## config.mk

```make
export PLATFORM = sky130hd
export DESIGN_NAME = ddr3_buf_regs
export DESIGN_NICKNAME = d
export VERILOG_FILES = /design/src/rtl/ddr3_buf_regs.sv
export SDC_FILE = /design/constraint.sdc
export NUM_CORES = 1
export LEC_CHECK = 0
export CAP_MARGIN = 20
export CORE_AREA = 5 5 196 141
export DETAILED_ROUTE_END_ITERATION = 8
export DIE_AREA = 0 0 201 146
export PLACE_DENSITY_LB_ADDON = 0.15
export SETUP_SLACK_MARGIN = 0.3
export SLEW_MARGIN = 20
export SYNTH_ARGS = -nofsm -noshare
export SYNTH_HDL_FRONTEND = slang
export SYNTH_SLANG_ARGS = --single-unit
```

## constraint.sdc

```tcl
create_clock -name clk -period 1.8 [get_ports clk]
set_input_delay 0.54 -clock clk [delete_from_list [all_inputs] [get_ports clk]]
set_output_delay 0.54 -clock clk [all_outputs]
set_load 0.05 [all_outputs]
```

## src/rtl/ddr3_buf_regs.sv

```systemverilog
// ddr3_buf_regs: CSR block for DDR3 frame-buffer channels.
// Holds per-channel buffer offsets and full/overrun flags, plus a
// one-shot test-write port with a two-state handshake FSM.
// Optional interrupt logic is built when DDR3_BUF_REGS_IRQ_EN is defined.
module ddr3_buf_regs #(
  parameter int NUM_BUF = 2,
  parameter int OFS_W   = 26
) (
  input  logic                     clk,
  input  logic                     reset_n,
  input  logic                     csr_read,
  input  logic                     csr_write,
  input  logic [7:0]               csr_addr,
  input  logic [31:0]              csr_wr_data,
  output logic [31:0]              csr_rd_data,
  output logic                     csr_rd_valid,
  output logic [NUM_BUF*OFS_W-1:0] buf_offset,
  output logic [NUM_BUF-1:0]       buf_empty,
  input  logic [NUM_BUF-1:0]       clear_buf,
  output logic [31:0]              test_addr,
  output logic [31:0]              test_wr_data,
  output logic                     test_wr,
  input  logic                     wr_finish,
  output logic                     irq
);

  localparam logic [0:0] ST_IDLE = 1'b0;
  localparam logic [0:0] ST_PEND = 1'b1;

  logic [OFS_W-1:0]   offset_q [NUM_BUF];
  logic [OFS_W-1:0]   offset_d [NUM_BUF];
  logic [NUM_BUF-1:0] full_q, full_d;
  logic [NUM_BUF-1:0] overrun_q, overrun_d;
  logic [NUM_BUF-1:0] set_full, drain;
  logic [31:0]        test_addr_q, test_addr_d;
  logic [31:0]        test_data_q, test_data_d;
  logic               test_wr_q, test_wr_d;
  logic [0:0]         state_q, state_d;
  logic [31:0]        rd_data_q, rd_data_d;
  logic               rd_valid_q, rd_valid_d;
  logic [31:0]        rd_value;
  logic               start, finish;

`ifdef DDR3_BUF_REGS_IRQ_EN
  localparam int PW = NUM_BUF + 1;
  logic [PW-1:0] mask_q, mask_d;
  logic [PW-1:0] pend_q, pend_d;
  logic          irq_q, irq_d;
`endif

  // Test-write handshake: a finish seen while the pulse is still high is too early to count
  always_comb begin
    start       = csr_write && (csr_addr == 8'h22) && csr_wr_data[0];
    finish      = (state_q == ST_PEND) && wr_finish && !test_wr_q;
    state_d     = state_q;
    test_wr_d   = 1'b0;
    test_addr_d = test_addr_q;
    test_data_d = test_data_q;
    if (state_q == ST_IDLE) begin
      if (csr_write && (csr_addr == 8'h20)) test_addr_d = csr_wr_data;
      if (csr_write && (csr_addr == 8'h21)) test_data_d = csr_wr_data;
      if (start) begin
        state_d   = ST_PEND;
        test_wr_d = 1'b1;
      end
    end else if (finish) begin
      state_d = ST_IDLE;
    end
  end

  // Per-channel offsets and full/overrun flags; a CSR set always beats a drain
  always_comb begin
    for (int i = 0; i < NUM_BUF; i++) begin
      offset_d[i] = offset_q[i];
      if (csr_write && (csr_addr == 8'(i))) offset_d[i] = csr_wr_data[OFS_W-1:0];
      set_full[i]  = csr_write && (csr_addr == 8'h10 + 8'(i)) && csr_wr_data[0];
      drain[i]     = clear_buf[i] && full_q[i] && !set_full[i];
      full_d[i]    = set_full[i] | (full_q[i] & ~drain[i]);
      overrun_d[i] = overrun_q[i];
      if (csr_write && (csr_addr == 8'h10 + 8'(i)) && csr_wr_data[1]) overrun_d[i] = 1'b0;
      if (set_full[i] && full_q[i] && !clear_buf[i]) overrun_d[i] = 1'b1;
    end
  end

`ifdef DDR3_BUF_REGS_IRQ_EN
  // Interrupt pending/mask; new events win over a same-cycle write-1-to-clear
  always_comb begin
    mask_d = mask_q;
    pend_d = pend_q;
    if (csr_write && (csr_addr == 8'h24)) mask_d = csr_wr_data[PW-1:0];
    if (csr_write && (csr_addr == 8'h25)) pend_d = pend_q & ~csr_wr_data[PW-1:0];
    pend_d = pend_d | {finish, drain};
    irq_d  = |(pend_d & mask_d);
  end
`endif

  // Read mux; unmapped addresses and absent channels fall through to zero
  always_comb begin
    rd_value = 32'h0;
    for (int i = 0; i < NUM_BUF; i++) begin
      if (csr_addr == 8'(i)) rd_value[OFS_W-1:0] = offset_q[i];
      if (csr_addr == 8'h10 + 8'(i)) rd_value[1:0] = {overrun_q[i], full_q[i]};
    end
    case (csr_addr)
      8'h20:   rd_value = test_addr_q;
      8'h21:   rd_value = test_data_q;
      8'h22:   rd_value[0] = (state_q == ST_PEND);
      8'h23:   rd_value[NUM_BUF-1:0] = full_q;
`ifdef DDR3_BUF_REGS_IRQ_EN
      8'h24:   rd_value[PW-1:0] = mask_q;
      8'h25:   rd_value[PW-1:0] = pend_q;
`endif
      default: ;
    endcase
    rd_valid_d = csr_read;
    rd_data_d  = csr_read ? rd_value : 32'h0;
  end

  // State registers, all cleared asynchronously
  always_ff @(posedge clk or negedge reset_n) begin
    if (!reset_n) begin
      for (int i = 0; i < NUM_BUF; i++) offset_q[i] <= '0;
      full_q      <= '0;
      overrun_q   <= '0;
      test_addr_q <= 32'h0;
      test_data_q <= 32'h0;
      test_wr_q   <= 1'b0;
      state_q     <= ST_IDLE;
      rd_data_q   <= 32'h0;
      rd_valid_q  <= 1'b0;
    end else begin
      for (int i = 0; i < NUM_BUF; i++) offset_q[i] <= offset_d[i];
      full_q      <= full_d;
      overrun_q   <= overrun_d;
      test_addr_q <= test_addr_d;
      test_data_q <= test_data_d;
      test_wr_q   <= test_wr_d;
      state_q     <= state_d;
      rd_data_q   <= rd_data_d;
      rd_valid_q  <= rd_valid_d;
    end
  end

`ifdef DDR3_BUF_REGS_IRQ_EN
  // Interrupt registers
  always_ff @(posedge clk or negedge reset_n) begin
    if (!reset_n) begin
      mask_q <= '0;
      pend_q <= '0;
      irq_q  <= 1'b0;
    end else begin
      mask_q <= mask_d;
      pend_q <= pend_d;
      irq_q  <= irq_d;
    end
  end
  assign irq = irq_q;
`else
  assign irq = 1'b0;
`endif

  genvar g;
  for (g = 0; g < NUM_BUF; g++) begin : g_ofs
    assign buf_offset[g*OFS_W +: OFS_W] = offset_q[g];
  end

  assign buf_empty    = ~full_q;
  assign test_addr    = test_addr_q;
  assign test_wr_data = test_data_q;
  assign test_wr      = test_wr_q;
  assign csr_rd_data  = rd_data_q;
  assign csr_rd_valid = rd_valid_q;

endmodule

```

* After elaboration in Yosys (flattened, before gate mapping)
Index checks and enable logic that the tools add are counted.
** Word-level totals
- Input port bits :: 47
- Register bits after elaboration :: 155
- Word-level logic and storage cells :: 74
- Output and inout port bits :: 153
** Cells by class
- Muxes and demuxes :: 16
- Equality and inequality tests :: 7
- Reductions and logical operators :: 32
- Bitwise gates (word level) :: 8
** Operators by type and width (number)
- $pmux 30 s2 :: 1
- $mux 26 :: 2
- $eq 8x6->1 const B :: 4
- $mux 32 :: 1
- $logic_and 1x1->1 :: 22
- $eq 8x5->1 const B :: 2
- $eq 8x1->1 const B :: 1
- $logic_not 8->1 :: 1
- $mux 1 :: 8
- $logic_not 1->1 :: 5
- $mux 2 :: 2
- $pmux 1 s4 :: 1
- $reduce_and 2->1 :: 2
- $reduce_bool 2->1 :: 2
- $not 1->1 :: 3
- $pmux 1 s3 :: 1
- $and 1x1->1 :: 2
- $not 2->2 :: 1
- $or 1x1->1 :: 2

* Depth between registers and ports, before layout
- Word-level depth :: 8
- Mapped depth :: 6

* Worst setup path before layout
No wires, ideal clock.
- Path kind :: input to register
- Start :: input port csr_addr[3]
- End :: register test_data_q[5] (netlist: test_wr_data[5])
- Stages :: 6
- Setup time :: 0.125 ns
- Path slack :: -0.306 ns
- Required time :: 1.675 ns
- Arrival :: 1.981 ns
- Path through :: or3_4 > nor4_4 > and4b_1 > buf_4 > buf_6 > mux2_2
** On the way
- Longest elaborated chain between the ends :: 3
** Ends and longest elaborated chain
- start, declared :: RTL line 13 : input logic [7:0] csr_addr,
- $eq 8x6->1 :: RTL line 61 : if (csr_write && (csr_addr == 8'h21)) test_data_d = csr_wr_data;
- $logic_and 1x1->1 :: RTL line 61
- $reduce_and 2->1 (no line)
- end signal, assigned :: RTL line 136 : test_data_q <= test_data_d;
- end, declared :: RTL line 36 : logic [31:0] test_data_q, test_data_d;
Every way passes these cells.
A chain may end at the register's enable or synchronous reset.

* Final worst setup path
- Start :: input port csr_addr[3]
- End :: register offset_q (netlist bit buf_offset[15])
** On the way
- Longest elaborated chain between the ends :: 2
** Ends and longest elaborated chain
- $logic_not 8->1 :: RTL line 75 : if (csr_write && (csr_addr == 8'(i))) offset_d[i] = csr_wr_data[OFS_W-1:0];
- $logic_and 1x1->1 :: RTL line 75
- end, declared :: RTL line 30 : logic [OFS_W-1:0] offset_q [NUM_BUF];
Every way passes these cells.

==> metrics.md <==
| Metric | Value |
|---|---|
| Reg power frac | 0.378 |
| Post-Syn Area | 6540 um^2 |
| Final period util | 1.07 |
| Share of cells above drive strength 1 | 0.667 |
| Layout area overhead | 105% |
| Synthesized instance count | 448 |
| Finished Cell Area | 13400 um^2 |
| Critical-path top delay cell | or3_4 |
| Failing checks | setup timing |
| Initial Util | 0.257 |
| GRT Util Overall | 0.171 |
| Post-synthesis register bit count | 155 |
| Setup Viol. Count Final | 73 |
| Cell taking the most area after synthesis | dfrtp_1 |
| Setup CP Type | in2reg |
| Synth top area cells | dfrtp_1 59%, mux2_2 18%, mux2i_1 8.3%, mux2_1 2.2%, o22a_1 1.3% |
| DP HPWL | 16200 um |
| Layout Skew | 0.00795 ns |
| Fin crit period | 1.93 ns |
| Number of CTS-inserted buffers | 17 |
| Fin. max-slew vios | 0 |
| Worst Path Max Fanout | 8 |
| Vias per cell | 4.50 |
| PwrDens | 743 nW/um^2 |
| Antenna viol nets, final | 0 |
| Post-synth cell types | 39 |
| CTS tree | built |
| Clock latency on the worst-skew pair | 0.43 ns |
| Gate power share | 0.190 |
| VDD IR max | 0.000598 V |
| Initial DRC Count | 177 |
| Synthesized Nets | 495 |
| CP Capture Type | register |
| DR vias | 5291 |
| CP Cell Sequence | buf_6 > or3_4 > buf_6 > buf_6 > nor3b_4 > and2_4 > buf_6 > buf_12 > mux2_4 |
| Largest net degree at the start of global routing | 35 |
| Hold Crit Class | in2async |
| Switching Share | 0.257 |
| Core area | 25400 um^2 |
| Max incr delay on CP | 0.40 ns |
| CTS sink cnt | 155 |
| Vias in the first global route | 6037 |
| Sw Pwr | 2.56 mW |
| Placed cells | 1002 |
| Initial antenna violation count | 1 |
| Internal | 7.41 mW |
| Top-area cell type share of the netlist area | 0.593 |
| Final core utilization | 0.528 |
| Yosys warnings | 0 |
| Htree depth | 4 |
| Final wirelength | 25400 um |
| DR pass1 iterations | 4 |
| # rows | 49 |
| Crit path required time | 2.11 ns |
| CP startpoint kind | primary input |
| Crit path DAT | 2.24 ns |
| Max-cap viol count | 0 |
| Area of placed instances | 10600 um^2 |
| Die Wd | 201 um |
| Finished Layout Cells | 1175 |
| Fin. Hold Viols | 0 |
| DRC Markers | 0 |
| Port buffer count | 198 |
| CTS max path bufs | 2 |
| Drt wl/cell | 21.6 um |
| RSZ-0062 raised after global routing | true |
| Chip height | 146 um |
| Inserted Diodes | 0 |
| Status | finished, violations left |
| Root buffer cell | clkbuf_16 |
| Die Area | 29300 um^2 |
| Fmax | 519 MHz |
| Sequential share of the synthesized area | 0.593 |
| First-pass GRT wire length | 38600 um |
| Clk pwr share | 0.431 |
| Crit-path most repeated cell | buf_6 |
| Most common cell after layout, fill and taps aside | buf_4 |
| Gp weighted congestion | 0.775 |
| Total grt overflow | 0 |
| CTS clock-pin slew for the worst setup and hold paths | 0.06 ns |
| Tightest hold margin | 0.0122 ns |
| I/O Pins | 200 |
| Avg Cell Area, Syn | 14.6 um^2 |
| Most frequent cells in the layout | 146 x buf_4, 142 x dfrtp_1, 142 x buf_12, 116 x mux2_4, 54 x mux2i_1 |
| Final WS setup | -0.128 ns |
| Leak Pwr | 6.45 nW |
| Final net count | 878 |
## layout make-up
type	instances	area (um^2)
Timing Repair Buffer	389	5180
Multi-Input combinational cell	264	3210
Clock buffer	19	443
Tap cell	331	414
Clock inverter	13	260
Sequential cell	155	3890
Inverter	4	15.0
Fill cell	2070	12000
## power by group through the flow
stage                     clock network, mW  registers (mW)  logic, mW
after floorplan                           0            4.20      0.261
after global placement                    0            3.85       1.57
after detailed placement                  0            3.86       1.58
after CTS                              4.43            3.77       1.84
after global routing                   4.57            3.78       1.98
final                                  4.30            3.77       1.90
## synth_stat cells (all sizes together)
| master | count |
|---|---|
| nor3 | 2 |
| o22ai | 10 |
| or3 | 1 |
| buf | 23 |
| a21o | 1 |
| a21oi | 2 |
| o22a | 14 |
| mux4 | 2 |
| nor4b | 1 |
| o21ai | 3 |
| nor2 | 23 |
| o2bb2ai | 2 |
| clkbuf | 2 |
| a32oi | 1 |
| nor4 | 2 |
| dfrtp | 155 |
| inv | 4 |
| mux2 | 117 |
| mux2i | 54 |
| nor3b | 2 |
| a221oi | 1 |
| conb | 1 |
| and2 | 1 |
| or4 | 2 |
| nand3 | 6 |
| nand2 | 6 |
| and4b | 1 |
| and4 | 1 |
| and3 | 2 |
| nand2b | 5 |
| nand3b | 1 |
## stage by stage
step	setup TNS, ns	setup slack (ns)	power, mW
floorplan	-19.71	-0.305	4.46
global placement	-99.64	-0.825	5.42
detailed placement	-103.53	-0.873	5.44
CTS	-1.91	-0.0908	10.0
global route	-5.87	-0.163	10.3
finish	-3.85	-0.128	9.97
## cell families (layout without fill, tap and decap cells)
group / count (synthesis) / count (layout) / synth area share
flip-flops: 155 / 155 / 0.593
buffers and inverters: 29 / 425 / 0.0272
AND/OR/NAND/NOR: 56 / 56 / 0.0488
multiplexers: 173 / 173 / 0.291
other: 1 / 1 / 0.000573
AO/OA/AOI/OAI: 34 / 34 / 0.0394
## worst paths after layout
| kind | depth (start not counted) | slack, ns | from | to |
|---|---|---|---|---|
| max | 9 | -0.13 | csr_addr[3] | buf_offset[15] |
| max reg2reg | 4 | 0.11 | state_q | test_addr[6] |
| min in group clk | 1 | 0.51 | overrun_q[1] | overrun_q[1] |
| min | 1 | 0.01 | reset_n | buf_offset[8] |
| max in group asynchronous | 2 | 1.21 | reset_n | test_wr |
| min reg2reg | 1 | 0.51 | overrun_q[1] | overrun_q[1] |
## registers in the layout (all words and copies together), names as in the netlist
register,count
buf_offset,52
csr_rd_data,32
test_addr,32
test_wr_data,32
full_q,2
overrun_q,2
csr_rd_valid,1
state_q,1
test_wr,1
## what timing repair did
item | CTS | global route
setup endpoints to repair | 306 | 303
pin swaps | 12 | 18
cloned | 9 | 2
hold buffers | 0 | 0
hold endpoints to repair | 0 | 0
setup buffers | 111 | 19
resized for setup | 172 | 72
## worst max-delay path, delay by kind of cell
| kind | cells | cell delay, ns |
|---|---|---|
| mux | 1 | 0.30 |
| buf+inv | 5 | 0.57 |
| simple gates | 3 | 0.81 |
## per-layer routing
metal,global-route usage,wire [um]
met4,0.0430,304
met1,0.231,11700
met3,0.0622,1670
met2,0.262,11600
met5,0,7
No activity file was read; power rests on OpenSTA's default activity.
